**config.mk**
```make
export PLATFORM = sky130hd
export DESIGN_NAME = instr_encoder
export DESIGN_NICKNAME = d
export VERILOG_FILES = /design/src/rtl/dlx_pkg.sv /design/src/rtl/instr_pack.sv /design/src/rtl/instr_encoder.sv
export SDC_FILE = /design/constraint.sdc
export NUM_CORES = 1
export LEC_CHECK = 0
export BUFFER_PORTS_ARGS = -buffer_cell sky130_fd_sc_hd__buf_4
export CAP_MARGIN = 25
export CORE_MARGIN = 2
export CORE_UTILIZATION = 53
export CTS_BUF_LIST = sky130_fd_sc_hd__clkbuf_8
export CTS_CLUSTER_DIAMETER = 120
export DETAILED_ROUTE_END_ITERATION = 10
export GPL_TIMING_DRIVEN = 1
export PLACE_DENSITY = 0.83
export SYNTH_ARGS = -nofsm -noshare
export SYNTH_HDL_FRONTEND = slang
export SYNTH_SLANG_ARGS = --single-unit
```
**constraint.sdc**
```tcl
create_clock -name clk -period 2 [get_ports clk]
set_input_delay 0.1 -clock clk [delete_from_list [all_inputs] [get_ports clk]]
set_output_delay 0.1 -clock clk [all_outputs]
set_load 0.02 [all_outputs]
```
**src/rtl/dlx_pkg.sv**
```systemverilog
// Shared DLX definitions: op kinds, opcode/func constants, ALU codes.
// Used by both the decoder and the instruction encoder.
package dlx_pkg;

    typedef enum logic [3:0] {
        K_NOP   = 4'd0,
        K_R_ALU = 4'd1,
        K_I_ALU = 4'd2,
        K_LW    = 4'd3,
        K_SW    = 4'd4,
        K_BEQZ  = 4'd5,
        K_BNEZ  = 4'd6,
        K_LHI   = 4'd7,
        K_JR    = 4'd8,
        K_JALR  = 4'd9,
        K_J     = 4'd10,
        K_JAL   = 4'd11
    } enc_kind_t;

    typedef enum logic [1:0] {
        S_IDLE = 2'd0,
        S_ENC  = 2'd1,
        S_WR   = 2'd2
    } enc_state_t;

    typedef enum logic [1:0] {
        RNG_NONE = 2'd0,
        RNG_S16  = 2'd1,
        RNG_U16  = 2'd2,
        RNG_S26  = 2'd3
    } rng_t;

    typedef struct packed {
        logic       ok;
        logic [5:0] code;
    } code_t;

    localparam logic [3:0] ALU_ADD = 4'd1;
    localparam logic [3:0] ALU_SUB = 4'd2;
    localparam logic [3:0] ALU_AND = 4'd3;
    localparam logic [3:0] ALU_OR  = 4'd4;
    localparam logic [3:0] ALU_XOR = 4'd5;
    localparam logic [3:0] ALU_SLL = 4'd6;
    localparam logic [3:0] ALU_SRL = 4'd7;
    localparam logic [3:0] ALU_SEQ = 4'd10;
    localparam logic [3:0] ALU_SLE = 4'd11;
    localparam logic [3:0] ALU_SLT = 4'd12;
    localparam logic [3:0] ALU_SNE = 4'd13;
    localparam logic [3:0] ALU_SRA = 4'd14;

    localparam logic [5:0] OP_SPECIAL = 6'h00;
    localparam logic [5:0] OP_LW      = 6'h23;
    localparam logic [5:0] OP_SW      = 6'h2B;
    localparam logic [5:0] OP_BEQZ    = 6'h04;
    localparam logic [5:0] OP_BNEZ    = 6'h05;
    localparam logic [5:0] OP_LHI     = 6'h0F;
    localparam logic [5:0] OP_JR      = 6'h12;
    localparam logic [5:0] OP_JALR    = 6'h13;
    localparam logic [5:0] OP_J       = 6'h02;
    localparam logic [5:0] OP_JAL     = 6'h03;

    // R-type func field for an ALU code; ok=0 when unmapped
    function automatic code_t alu_func(input logic [3:0] a);
        code_t c;
        c = '{ok: 1'b1, code: 6'h00};
        case (a)
            ALU_ADD: c.code = 6'h20;
            ALU_SUB: c.code = 6'h22;
            ALU_AND: c.code = 6'h24;
            ALU_OR:  c.code = 6'h25;
            ALU_XOR: c.code = 6'h26;
            ALU_SLL: c.code = 6'h04;
            ALU_SRL: c.code = 6'h06;
            ALU_SEQ: c.code = 6'h28;
            ALU_SLE: c.code = 6'h2C;
            ALU_SLT: c.code = 6'h2A;
            ALU_SNE: c.code = 6'h29;
            ALU_SRA: c.code = 6'h07;
            default: c.ok   = 1'b0;
        endcase
        return c;
    endfunction

    // I-type opcode for an ALU code; ok=0 when unmapped
    function automatic code_t alu_iop(input logic [3:0] a);
        code_t c;
        c = '{ok: 1'b1, code: 6'h00};
        case (a)
            ALU_ADD: c.code = 6'h08;
            ALU_SUB: c.code = 6'h0A;
            ALU_AND: c.code = 6'h0C;
            ALU_OR:  c.code = 6'h0D;
            ALU_XOR: c.code = 6'h0E;
            ALU_SLL: c.code = 6'h14;
            ALU_SRL: c.code = 6'h16;
            ALU_SEQ: c.code = 6'h18;
            ALU_SLE: c.code = 6'h1C;
            ALU_SLT: c.code = 6'h1A;
            ALU_SNE: c.code = 6'h19;
            ALU_SRA: c.code = 6'h17;
            default: c.ok   = 1'b0;
        endcase
        return c;
    endfunction

    // Which immediate range an op must respect
    function automatic rng_t imm_class(input logic [3:0] k,
                                       input logic [3:0] a);
        rng_t r;
        r = RNG_NONE;
        case (k)
            K_I_ALU: r = (a inside {ALU_ADD, ALU_SUB, ALU_SEQ,
                                    ALU_SLE, ALU_SLT, ALU_SNE})
                         ? RNG_S16 : RNG_U16;
            K_LW, K_SW, K_BEQZ, K_BNEZ: r = RNG_S16;
            K_LHI, K_JR, K_JALR:        r = RNG_U16;
            K_J, K_JAL:                 r = RNG_S26;
            default:                    r = RNG_NONE;
        endcase
        return r;
    endfunction

    function automatic logic imm_fits(input rng_t r, input logic [31:0] v);
        logic f;
        case (r)
            RNG_S16: f = (v[31:15] == '0) || (v[31:15] == '1);
            RNG_U16: f = (v[31:16] == '0);
            RNG_S26: f = (v[31:25] == '0) || (v[31:25] == '1);
            default: f = 1'b1;
        endcase
        return f;
    endfunction

endpackage

```
**src/rtl/instr_pack.sv**
```systemverilog
// Combinational DLX word packer with unencodable-op flag.
// Optional immediate range checking: define ENC_RANGE_CHECK_EN.
module instr_pack
    import dlx_pkg::*;
(
    input  logic [3:0]  i_kind,
    input  logic [3:0]  i_alu,
    input  logic [4:0]  i_rs1,
    input  logic [4:0]  i_rs2,
    input  logic [4:0]  i_rd,
    input  logic [31:0] i_iv,
    output logic [31:0] o_word,
    output logic        o_err
);

    logic [31:0] w_word;
    logic        w_bad;
    logic        w_oor;
    code_t       w_c;

    // Field packing per op kind
    always_comb begin
        w_word = '0;
        w_bad  = 1'b0;
        w_c    = '0;
        case (i_kind)
            K_NOP: w_word = '0;
            K_R_ALU: begin
                w_c    = alu_func(i_alu);
                w_bad  = !w_c.ok;
                w_word = {OP_SPECIAL, i_rs1, i_rs2, i_rd, 5'd0, w_c.code};
            end
            K_I_ALU: begin
                w_c    = alu_iop(i_alu);
                w_bad  = !w_c.ok;
                w_word = {w_c.code, i_rs1, i_rd, i_iv[15:0]};
            end
            K_LW:   w_word = {OP_LW, i_rs1, i_rd, i_iv[15:0]};
            K_SW:   w_word = {OP_SW, i_rs1, i_rs2, i_iv[15:0]};
            K_BEQZ: w_word = {OP_BEQZ, i_rs1, 5'd0, i_iv[15:0]};
            K_BNEZ: w_word = {OP_BNEZ, i_rs1, 5'd0, i_iv[15:0]};
            K_LHI:  w_word = {OP_LHI, 5'd0, i_rd, i_iv[15:0]};
            K_JR:   w_word = {OP_JR, i_rs1, 5'd0, i_iv[15:0]};
            K_JALR: w_word = {OP_JALR, i_rs1, 5'd0, i_iv[15:0]};
            K_J:    w_word = {OP_J, i_iv[25:0]};
            K_JAL:  w_word = {OP_JAL, i_iv[25:0]};
            default: w_bad = 1'b1;
        endcase
    end

`ifdef ENC_RANGE_CHECK_EN
    assign w_oor = !imm_fits(imm_class(i_kind, i_alu), i_iv);
`else
    // Immediates silently truncate to their field width
    logic w_unused_iv;
    assign w_unused_iv = ^i_iv[31:26];
    assign w_oor = 1'b0;
`endif

    assign o_err  = w_bad | w_oor;
    assign o_word = o_err ? 32'h0 : w_word;

endmodule

```
**src/rtl/instr_encoder.sv**
```systemverilog
// DLX instruction encoder: IDLE/ENC/WR handshake FSM writing packed
// words to sequential instruction-memory addresses.
module instr_encoder
    import dlx_pkg::*;
(
    input  logic        clk,
    input  logic        reset,
    input  logic        load_base,
    input  logic [31:0] base_addr,
    input  logic        in_valid,
    output logic        in_ready,
    input  logic [3:0]  op_kind,
    input  logic [3:0]  I,
    input  logic [4:0]  Rs1,
    input  logic [4:0]  Rs2,
    input  logic [4:0]  Rd,
    input  logic [31:0] Iv,
    output logic [31:0] i_address,
    output logic [31:0] i_data_write,
    output logic        i_write_enable,
    output logic [15:0] word_count,
    output logic        err
);

    enc_state_t  r_state;
    enc_state_t  w_next;
    logic        w_hs;
    logic [3:0]  r_kind;
    logic [3:0]  r_alu;
    logic [4:0]  r_rs1;
    logic [4:0]  r_rs2;
    logic [4:0]  r_rd;
    logic [31:0] r_iv;
    logic [31:0] r_addr;
    logic [31:0] r_data;
    logic [15:0] r_cnt;
    logic        r_err;
    logic [31:0] w_word;
    logic        w_perr;

    instr_pack u_pack (
        .i_kind (r_kind),
        .i_alu  (r_alu),
        .i_rs1  (r_rs1),
        .i_rs2  (r_rs2),
        .i_rd   (r_rd),
        .i_iv   (r_iv),
        .o_word (w_word),
        .o_err  (w_perr)
    );

    // State register
    always_ff @(posedge clk) begin
        if (reset) r_state <= S_IDLE;
        else       r_state <= w_next;
    end

    // Next state, handshake and write strobe; load_base aborts
    always_comb begin
        w_next         = r_state;
        in_ready       = 1'b0;
        i_write_enable = 1'b0;
        if (!reset && !load_base) begin
            case (r_state)
                S_IDLE: begin
                    in_ready = 1'b1;
                    if (in_valid) w_next = S_ENC;
                end
                S_ENC: w_next = S_WR;
                S_WR: begin
                    i_write_enable = 1'b1;
                    w_next         = S_IDLE;
                end
                default: w_next = S_IDLE;
            endcase
        end else begin
            w_next = S_IDLE;
        end
    end

    assign w_hs = in_valid & in_ready;

    // Op fields are captured only on an accepted handshake
    always_ff @(posedge clk) begin
        if (reset) begin
            r_kind <= '0;
            r_alu  <= '0;
            r_rs1  <= '0;
            r_rs2  <= '0;
            r_rd   <= '0;
            r_iv   <= '0;
        end else if (w_hs) begin
            r_kind <= op_kind;
            r_alu  <= I;
            r_rs1  <= Rs1;
            r_rs2  <= Rs2;
            r_rd   <= Rd;
            r_iv   <= Iv;
        end
    end

    // Address, data word, count and sticky error
    always_ff @(posedge clk) begin
        if (reset) begin
            r_addr <= '0;
            r_data <= '0;
            r_cnt  <= '0;
            r_err  <= 1'b0;
        end else if (load_base) begin
            r_addr <= base_addr;
            r_cnt  <= '0;
            r_err  <= 1'b0;
        end else begin
            if (r_state == S_ENC) begin
                r_data <= w_word;
                if (w_perr) r_err <= 1'b1;
            end
            if (i_write_enable) begin
                r_addr <= r_addr + 32'd4;
                r_cnt  <= r_cnt + 16'd1;
            end
        end
    end

    assign i_address    = r_addr;
    assign i_data_write = r_data;
    assign word_count   = r_cnt;
    assign err          = r_err;

endmodule

```
==> flow_summary.json, run 1 <==
{
  "critPathMaxStageDelay_ns": 0.46,
  "h-tree-depth": 4,
  "hold_viol_final": 0,
  "syn_area_um2": 5810,
  "holdPathStages": 4,
  "tns_ns": 0,
  "rsz0062_at_grt": "no",
  "critical_path_cell_count": 5,
  "grt_antenna_before_repair": 0,
  "hold_path_end": "i_address[4]",
  "power_density_nw_per_um2": 692,
  "period_needed_ns": 1.91,
  "fp-row-count": 38,
  "cts.sinks": 132,
  "cp-start-kind": "register",
  "drive_above_1_share_pct": 24.7,
  "grt_use_met2_pct": 56.6,
  "cts_tree": "yes",
  "critical_path_peak_fanout": 7,
  "gp_congestion": 0.906,
  "grt_pass1_wl_um": 29400,
  "busiest_layer": "met2",
  "routedWlPerCell_um": 16.8,
  "critical_path_class": "reg2reg",
  "clkLatencyLatePin_ns": 0.44,
  "finClkSkew_ns": 0.0178,
  "cp.buffers_inverters": 0,
  "holdWs_ns": 0.0472,
  "clock_path_buffers": 2,
  "overflow": 0,
  "grt_usage_pct": 31.6,
  "syn_avg_cell_area_um2": 8.14,
  "synthArstFlopShare_pct": 0,
  "synth_top_area_share_pct": 45.5,
  "die_w_um": 109,
  "ys_seq_area_share_pct": 45.5,
  "core_um2": 10700,
  "worstHoldPathType": "in2reg",
  "firstDrtPassIters": 7,
  "via_per_inst": 5.71,
  "place_ws_ns": 0.0527,
  "grt_max_degree": 82,
  "syn_to_final_growth_pct": 47.0,
  "yosys-top-cells-area": "dfxtp_1 45%, nand2_1 9.6%, a21oi_1 6.7%",
  "synth.net_count": 812,
  "root_buffer": "clkbuf_8",
  "holdCritStartpoint": "load_base",
  "r2r_setup_slack_ns": 0.09,
  "portBuffers": 167,
  "worst_path_max_delay_cell": "nor4_1",
  "ys_types": 50,
  "clk_pin_slew_ns": 0.08,
  "routed_wirelength_um": 18700,
  "ff2ff_path_depth": 5,
  "setup_violations": 0,
  "layout.nets": 1061,
  "timing.rr.start": "i_address[18]",
  "tightest_slew_ns": 0.887,
  "ir_drop_mv": 0.514,
  "start_util_pct": 54.1,
  "ant_nets": 0,
  "grt_pass1_vias": 6267,
  "status": "complete, no violations",
  "post_cts_buffers": 0,
  "met1_usage_pct": 35.8,
  "drv_cap": 0,
  "fin_ws_ns": 0.0910,
  "reg2reg_to": "i_address[25]",
  "synth_most_common_cell": "nand2_1",
  "cts-buffers-inserted": 17,
  "synth_warnings": 0,
  "endpoint_kind": "register",
  "period_share_pct": 95.5,
  "drc_errors": 0,
  "ios": 174,
  "worst_ep_arrival_time_ns": 2.20,
  "relSlewSlack_pct": 40.8,
  "drv_slew": 0,
  "cp_cell_sequence": "and4_1 > nand4_1 > nor4_1 > xnor2_1 > o22ai_1",
  "fmax_mhz": 524,
  "ys_ff_latch": 132,
  "synthCells": 714,
  "yosys.area.top_type": "dfxtp_1",
  "grt.met3_usage_pct": 6.93,
  "power_leakage_nw": 3.42,
  "required_ns": 2.29,
  "die_h_um": 109,
  "num_vias": 6379,
  "drt_iter0_drc": 629,
  "yosys_most_used_dff": "dfxtp_1",
  "dieArea_um2": 11800,
  "crit_family": "simple AND/OR/NAND/NOR gates",
  "final_cells": 1117,
  "hpwl_um": 11400,
  "synth_enable_flop_cells": 0,
  "synth_common_cells": "148 x nand2_1, 132 x dfxtp_1, 78 x a21oi_1, 51 x nor2_1, 31 x clkbuf_1",
  "dp.cells": 1003
}
-- routing by layer --
layer | part of all wire (%) | vias to the layer above | wire length (um)
met5 | 0 | - | 0
met3 | 7.1 | 77 | 1340
met1 | 38 | 2985 | 7200
met4 | 3.7 | 0 | 701
li1 | - | 2988 | -
met2 | 51 | 329 | 9500
-- through the flow --
stage | instance area (um^2) | utilization, % | power [mW]
after floorplan | 5810 | - | 3.13
after global placement | 7280 | 67.7 | 3.40
after CTS | 8510 | 79.2 | 5.89
after global routing | 8540 | 79.5 | 6.10
after detailed placement | 7280 | 67.7 | 3.43
final | 8540 | 79.5 | 5.91
-- cell usage in the layout (no fill, tap or decap), types with 4 or more instances in the layout --
cell type,instances
and4_1,5
ha_1,6
a22o_1,8
nor3_1,11
a21oi_1,78
mux2i_1,6
nand3_1,14
dlygate4sd3_1,81
a222oi_1,5
xnor2_1,27
a211oi_1,9
a31oi_1,4
nor2b_1,4
nand4_1,13
xor2_1,17
a22oi_1,11
inv_1,11
clkbuf_8,18
and3_1,17
nor4_1,11
clkinvlp_4,4
nand2_1,147
o21ai_0,29
nor2_1,51
o22ai_1,10
nand2b_1,5
buf_4,194
dfxtp_1,132
-- flip-flops by register name, summed over array words and instances (netlist names) --
name and cells:
r_alu 4, r_state 2, err 1, word_count 16, r_iv 26, i_data_write 32
r_rs1 5, r_kind 4, r_rs2 5, i_address 32, r_rd 5
-- timing repair --
action / 4_1_cts / 5_1_grt
gates resized for setup: 0 / 5
endpoints found under the setup margin: 0 / 7
endpoints found under the hold margin: 81 / 0
hold buffers: 81 / 0
-- area by class of cell --
cell class,instances,area (um^2)
antenna,1,2.50
clock buffer,18,248
clock inverter,14,178
fill,706,2200
inverter,13,48.8
multi-input combinational,523,2960
sequential,132,2640
tap,140,175
timing repair buffer,276,2290
-- report_power, final --
| part | switching, mW | total [mW] | leakage (nW) | internal (mW) |
|---|---|---|---|---|
| registers | 0.0807 | 2.78 | 1.07 | 2.70 |
| clock network | 1.10 | 2.38 | 0.202 | 1.28 |
| logic | 0.360 | 0.750 | 2.14 | 0.389 |
| total | 1.54 | 5.91 | 3.42 | 4.37 |
-- logic make-up after synthesis --
logic type | synth area share (%)
mux | 1.03
flops | 45.5
buf+inv | 4.42
fa+ha+maj | 1.51
simple gates | 22.9
xor+xnor | 6.63
compound gates | 18.0
-- tightest hold or removal path, cell delays in order --
cell	delay [ns]
buf_4	0.13
nor2_1	0.05
a21oi_1	0.11
nor2_1	0.05
-- how the worst max path moves through the flow --
stage,start,to,slack (ns)
floorplan,load_base,r_kind[1],0.04
detailed placement,r_kind[3],i_data_write[21],0.05
global placement,r_kind[3],i_data_write[22],0.18
CTS,r_kind[3],i_data_write[21],0.03
global route,i_address[11],i_address[29],0.001
finish,i_address[18],i_address[25],0.09
No activity file was read; power rests on OpenSTA's default activity.
==> run 2, diff against run 1 <==
- CORE_ASPECT_RATIO: default -> 1.75
==> flow_summary.json, run 2 (synthesis results as in run 1) <==
{
  "worstHoldPathType": "in2reg",
  "ant_nets": 0,
  "swShare_pct": 26.4,
  "required_ns": 2.29,
  "worst_ep_arrival_time_ns": 2.25,
  "clkLatencyLatePin_ns": 0.43,
  "final_common_cell": "buf_4",
  "netSwitchingPower_mw": 1.49,
  "hold_viol_final": 0,
  "h-tree-depth": 4,
  "holdCritStartpoint": "load_base",
  "p_seq_share_pct": 49.1,
  "tightest_slew_ns": 0.660,
  "place_ws_ns": 0.0416,
  "firstDrtPassIters": 5,
  "ios": 174,
  "startpoint": "i_address[12]",
  "drv_slew": 0,
  "portBuffers": 167,
  "critical_path_class": "reg2reg",
  "cts-buffers-inserted": 17,
  "start_util_pct": 54.3,
  "fmax_mhz": 510,
  "root_buffer": "clkbuf_8",
  "clk_pin_slew_ns": 0.07,
  "relSlewSlack_pct": 56.0,
  "p_clk_share_pct": 37.8,
  "holdWs_ns": 0.0160,
  "status": "complete, no violations",
  "grt_max_degree": 57,
  "final_cells": 1106,
  "power_density_nw_per_um2": 668,
  "period_share_pct": 98.0,
  "fp-row-count": 50,
  "drv_cap": 0,
  "power_leakage_nw": 3.40,
  "mostFrequentLayoutCells": "194 x buf_4, 147 x nand2_1, 130 x dfxtp_1",
  "cp-start-kind": "register",
  "overflow": 0,
  "finClkSkew_ns": 0.0128,
  "power.internal_mw": 4.17,
  "hpwl_um": 12100,
  "grt_pass1_wl_um": 30400,
  "rsz0062_at_grt": "yes",
  "comb_power_share_pct": 13.1,
  "syn_to_final_growth_pct": 45.9,
  "grt_pass1_vias": 6410,
  "grt_usage_pct": 31.3,
  "tns_ns": 0,
  "gp_congestion": 0.899,
  "die_w_um": 83.1,
  "routed_wirelength_um": 18800,
  "fin_ws_ns": 0.0395,
  "endpoint_kind": "register",
  "grt_antenna_before_repair": 0,
  "routedWlPerCell_um": 17.0,
  "drt_iter0_drc": 357,
  "die_h_um": 142,
  "layout.nets": 1061,
  "cts.sinks": 132,
  "core_um2": 10700,
  "dp.cells": 992,
  "multi_input_area_um2": 2950,
  "num_vias": 6441,
  "dieArea_um2": 11800,
  "final_core_utilization_pct": 79.2,
  "cp_cell_sequence": "and4_1 > nand4_1 > nor4b_1 > xnor2_1 > o22ai_1",
  "clock_path_buffers": 2,
  "setup_violations": 0,
  "timing.rr.start": "i_address[12]",
  "via_per_inst": 5.82,
  "cts_tree": "yes",
  "ir_drop_mv": 0.765,
  "worst_path_max_delay_cell": "nor4b_1",
  "nFillCells": 693,
  "critical_path_peak_fanout": 9,
  "critPathMaxStageDelay_ns": 0.52,
  "drive_above_1_share_pct": 24.9,
  "period_needed_ns": 1.96,
  "diodes": 0,
  "seq_area_um2": 2650,
  "drc_errors": 0
}
==> run 2: cell count changes in the layout (fill, tap and decap cells not counted), sizes merged <==
cell,delta
bufinv,-2
diode,-1
clkbuf,+2
==> run 2: layout make-up <==
type | instances | share of cell area [%]
multi-input combinational | 523 | 34.8
sequential | 132 | 31.2
timing repair buffer | 276 | 27.0
clock buffer | 20 | 3.25
tap | 130 | 1.92
clock inverter | 12 | 1.24
inverter | 13 | 0.576
==> run 2: timing repair <==
action	CTS	global route
hold endpoints to repair	80	0
endpoints found under the setup margin	0	15
hold buffers	81	0
buffers inserted	0	1
gates resized for setup	0	10
==> run 2: worst max-delay path, delay by kind of cell, from the launching register on <==
family | cells | cell delay [ns]
compound gates | 1 | 0.11
xor+xnor | 1 | 0.18
flops | 1 | 0.40
simple gates | 3 | 1.14
==> run 2: power by group through the flow <==
| stage | registers [mW] | logic (mW) | clock network [mW] |
|---|---|---|---|
| 4_1_cts | 2.77 | 0.716 | 2.15 |
| 6_report | 2.78 | 0.741 | 2.14 |
| 3_3_place_gp | 2.83 | 0.572 | 0 |
| 3_5_place_dp | 2.84 | 0.586 | 0 |
| 5_1_grt | 2.79 | 0.792 | 2.30 |
| 2_1_floorplan | 2.86 | 0.264 | 0 |
==> run 2: layer usage <==
metal  global-route usage (%)  wire length (um)  vias to the layer above
met4                     16.0               606                        0
li1                         -                 -                     2996
met3                     6.21              1380                       56
met1                     33.3              6640                     3064
met2                     58.0             10200                      325
met5                        0                 0                        -
==> run 2: path summary, 6_finish.rpt <==
| path | endpoint | slack [ns] | cells past startpoint |
|---|---|---|---|
| worst max-delay path | i_address[31] | 0.04 | 5 |
| worst min-delay path | i_address[1] | 0.02 | 3 |
| worst max register to register | i_address[31] | 0.04 | 5 |
| worst min register to register | i_data_write[1] | 0.45 | 2 |
==> run 2: through the flow <==
stage          cell area [um^2]  total power [mW]
5_1_grt                    8480              5.89
3_5_place_dp               7250              3.42
2_1_floorplan              5810              3.13
4_1_cts                    8440              5.64
3_3_place_gp               7250              3.40
6_report                   8480              5.66
==> run 3, diff against run 2 <==
- ABC_AREA: default -> 1
- CORE_UTILIZATION: 53 -> 40
- PLACE_DENSITY: 0.83 -> 0.64
==> flow_summary.json, run 3 <==
{
  "status": "complete, no violations",
  "hpwl_um": 14900,
  "ys_seq_area_share_pct": 39.8,
  "synth_warnings": 0,
  "ys_types": 39,
  "start_util_pct": 40.6,
  "synthCells": 992,
  "synthArstFlopShare_pct": 0,
  "layout.nets": 1330,
  "cts_tree": "yes",
  "syn_area_um2": 6640,
  "worstHoldPathType": "in2reg",
  "synth_top_area_share_pct": 39.8,
  "drv_cap": 0,
  "period_share_pct": 93.0,
  "drv_slew": 0,
  "nFillCells": 1615,
  "overflow": 0,
  "final_common_cell": "nand2_1",
  "synth_enable_flop_cells": 0,
  "synth_common_cells": "292 x nand2_1, 132 x dfxtp_1, 113 x a21oi_1, 97 x inv_1, 83 x nor2_1",
  "period_needed_ns": 1.86,
  "hold_path_end": "i_address[1]",
  "fp-row-count": 62,
  "die_h_um": 174,
  "dieArea_um2": 17700,
  "drive_above_1_share_pct": 19.4,
  "drc_errors": 0,
  "grt_pass1_wl_um": 32500,
  "power_density_nw_per_um2": 630,
  "worst_path_max_delay_cell": "dfxtp_1",
  "holdPathStages": 4,
  "critical_path_peak_fanout": 29,
  "cts.sinks": 132,
  "drt_iter0_drc": 204,
  "endpoint_kind": "output port",
  "timing.rr.start": "r_state[0]",
  "grt_antenna_before_repair": 0,
  "yosys.area.top_type": "dfxtp_1",
  "final_core_utilization_pct": 56.9,
  "core_um2": 16400,
  "via_per_inst": 4.94,
  "routedWlPerCell_um": 14.1,
  "ios": 174,
  "power_mw": 5.87,
  "crit_family": "buffers and inverters",
  "cp_cell_sequence": "inv_1 > nor2_2 > nand2_2 > inv_2 > buf_12 > buf_4",
  "mostFrequentLayoutCells": "292 x nand2_1, 185 x buf_4, 132 x dfxtp_1",
  "tns_ns": 0,
  "r2r_setup_slack_ns": 0.28,
  "finClkSkew_ns": 0.0187,
  "holdWs_ns": 0.0347,
  "setup_violations": 0,
  "clk_pin_slew_ns": 0.09,
  "ff2ff_path_depth": 7,
  "ctsResizeCount": 0,
  "num_vias": 7256,
  "critPathMaxStageDelay_ns": 0.38,
  "grt_usage_pct": 23.4,
  "cp-start-kind": "register",
  "dp.cells": 1359,
  "ys_ff_latch": 132,
  "power_leakage_nw": 3.89,
  "yosys-top-cells-area": "dfxtp_1 40%, nand2_1 17%, a21oi_1 8.5%",
  "clkLatencyLatePin_ns": 0.45,
  "reg2reg_to": "i_address[12]",
  "holdCritStartpoint": "load_base",
  "tightest_slew_ns": 0.666,
  "final_cells": 1469,
  "root_buffer": "clkbuf_8",
  "synth_most_common_cell": "nand2_1",
  "relSlewSlack_pct": 55.6,
  "fmax_mhz": 537,
  "hold_viol_final": 0,
  "cp.buffers_inverters": 4,
  "routed_wirelength_um": 20700,
  "cts-buffers-inserted": 17,
  "h-tree-depth": 4,
  "worst_ep_arrival_time_ns": 1.76,
  "rsz0062_at_grt": "no",
  "required_ns": 1.90,
  "portBuffers": 167,
  "clock_path_buffers": 2,
  "synth.net_count": 1090,
  "seq_area_um2": 2640,
  "ir_drop_mv": 0.440,
  "firstDrtPassIters": 5,
  "yosys_most_used_dff": "dfxtp_1",
  "ant_nets": 0,
  "syn_to_final_growth_pct": 40.3,
  "syn_avg_cell_area_um2": 6.69,
  "gp_congestion": 0.907,
  "die_w_um": 101,
  "grt_max_degree": 76,
  "multi_input_area_um2": 3360,
  "diodes": 0,
  "grt_pass1_vias": 6779,
  "critical_path_class": "reg2out"
}
## run 3: cell count changes in the layout (fill, tap and decap cells not counted), moves of 12 or more
cell     delta
nand4_1    +21
o21ai_0    +51
a21oi_1    +36
nand3_1    +31
inv_1      +85
and3_1     -16
nand2_1   +145
nor2_1     +32
xnor2_1    -25
xor2_1     -12
## run 3: how the worst max path moves through the flow
stage,slack [ns],to,depth (start not counted),from
global placement,0.33,i_address[14],8,r_state[1]
CTS,0.11,i_write_enable,6,r_state[1]
finish,0.14,i_write_enable,6,r_state[1]
global route,0.02,i_write_enable,6,r_state[1]
detailed placement,0.31,i_data_write[20],8,r_kind[2]
floorplan,0.45,i_address[12],8,i_address[3]
## run 3: tightest hold or removal path: cells and delay by family
| kind | cells | cell delay [ns] |
|---|---|---|
| buffers and inverters | 2 | 0.20 |
| AND/OR/NAND/NOR | 2 | 0.14 |
## run 3: per-layer routing
metal	GRT usage, %	share of wire, %
met1	24.6	38
met2	42.7	53
met3	4.02	4.0
met4	12.7	4.5
met5	0	0
## run 3: power breakdown
part / total (mW) / switching [mW] / internal [mW]
Sequential: 2.78 / 0.0761 / 2.71
Clock: 2.29 / 1.33 / 0.962
Combinational: 0.800 / 0.414 / 0.386
Total: 5.87 / 1.82 / 4.05
## run 3: final cells by class
type	instances	area share, %
timing repair buffer	267	24.1
inverter	101	4.07
tap	224	3.01
clock inverter	15	1.92
sequential	132	28.4
multi-input combinational	713	36.0
clock buffer	17	2.51
## run 3: logic make-up (layout without fill, tap and decap cells)
logic type	after synthesis	count (layout)	synth area share (%)
compound gates	215	215	16.8
fa+ha+maj	7	7	1.32
buf+inv	147	400	9.68
flops	132	132	39.8
xor+xnor	7	7	0.923
simple gates	484	484	31.5
## run 3: timing repair
action                    CTS  global route
buffers inserted            0             0
hold buffers               78             0
hold endpoints to repair   77             0
## run 3: stage by stage
step,area (um^2),setup slack (ns)
5_1_grt,9320,0.0181
2_1_floorplan,6640,0.452
3_5_place_dp,8130,0.308
3_3_place_gp,8130,0.331
6_report,9320,0.139
4_1_cts,9320,0.111
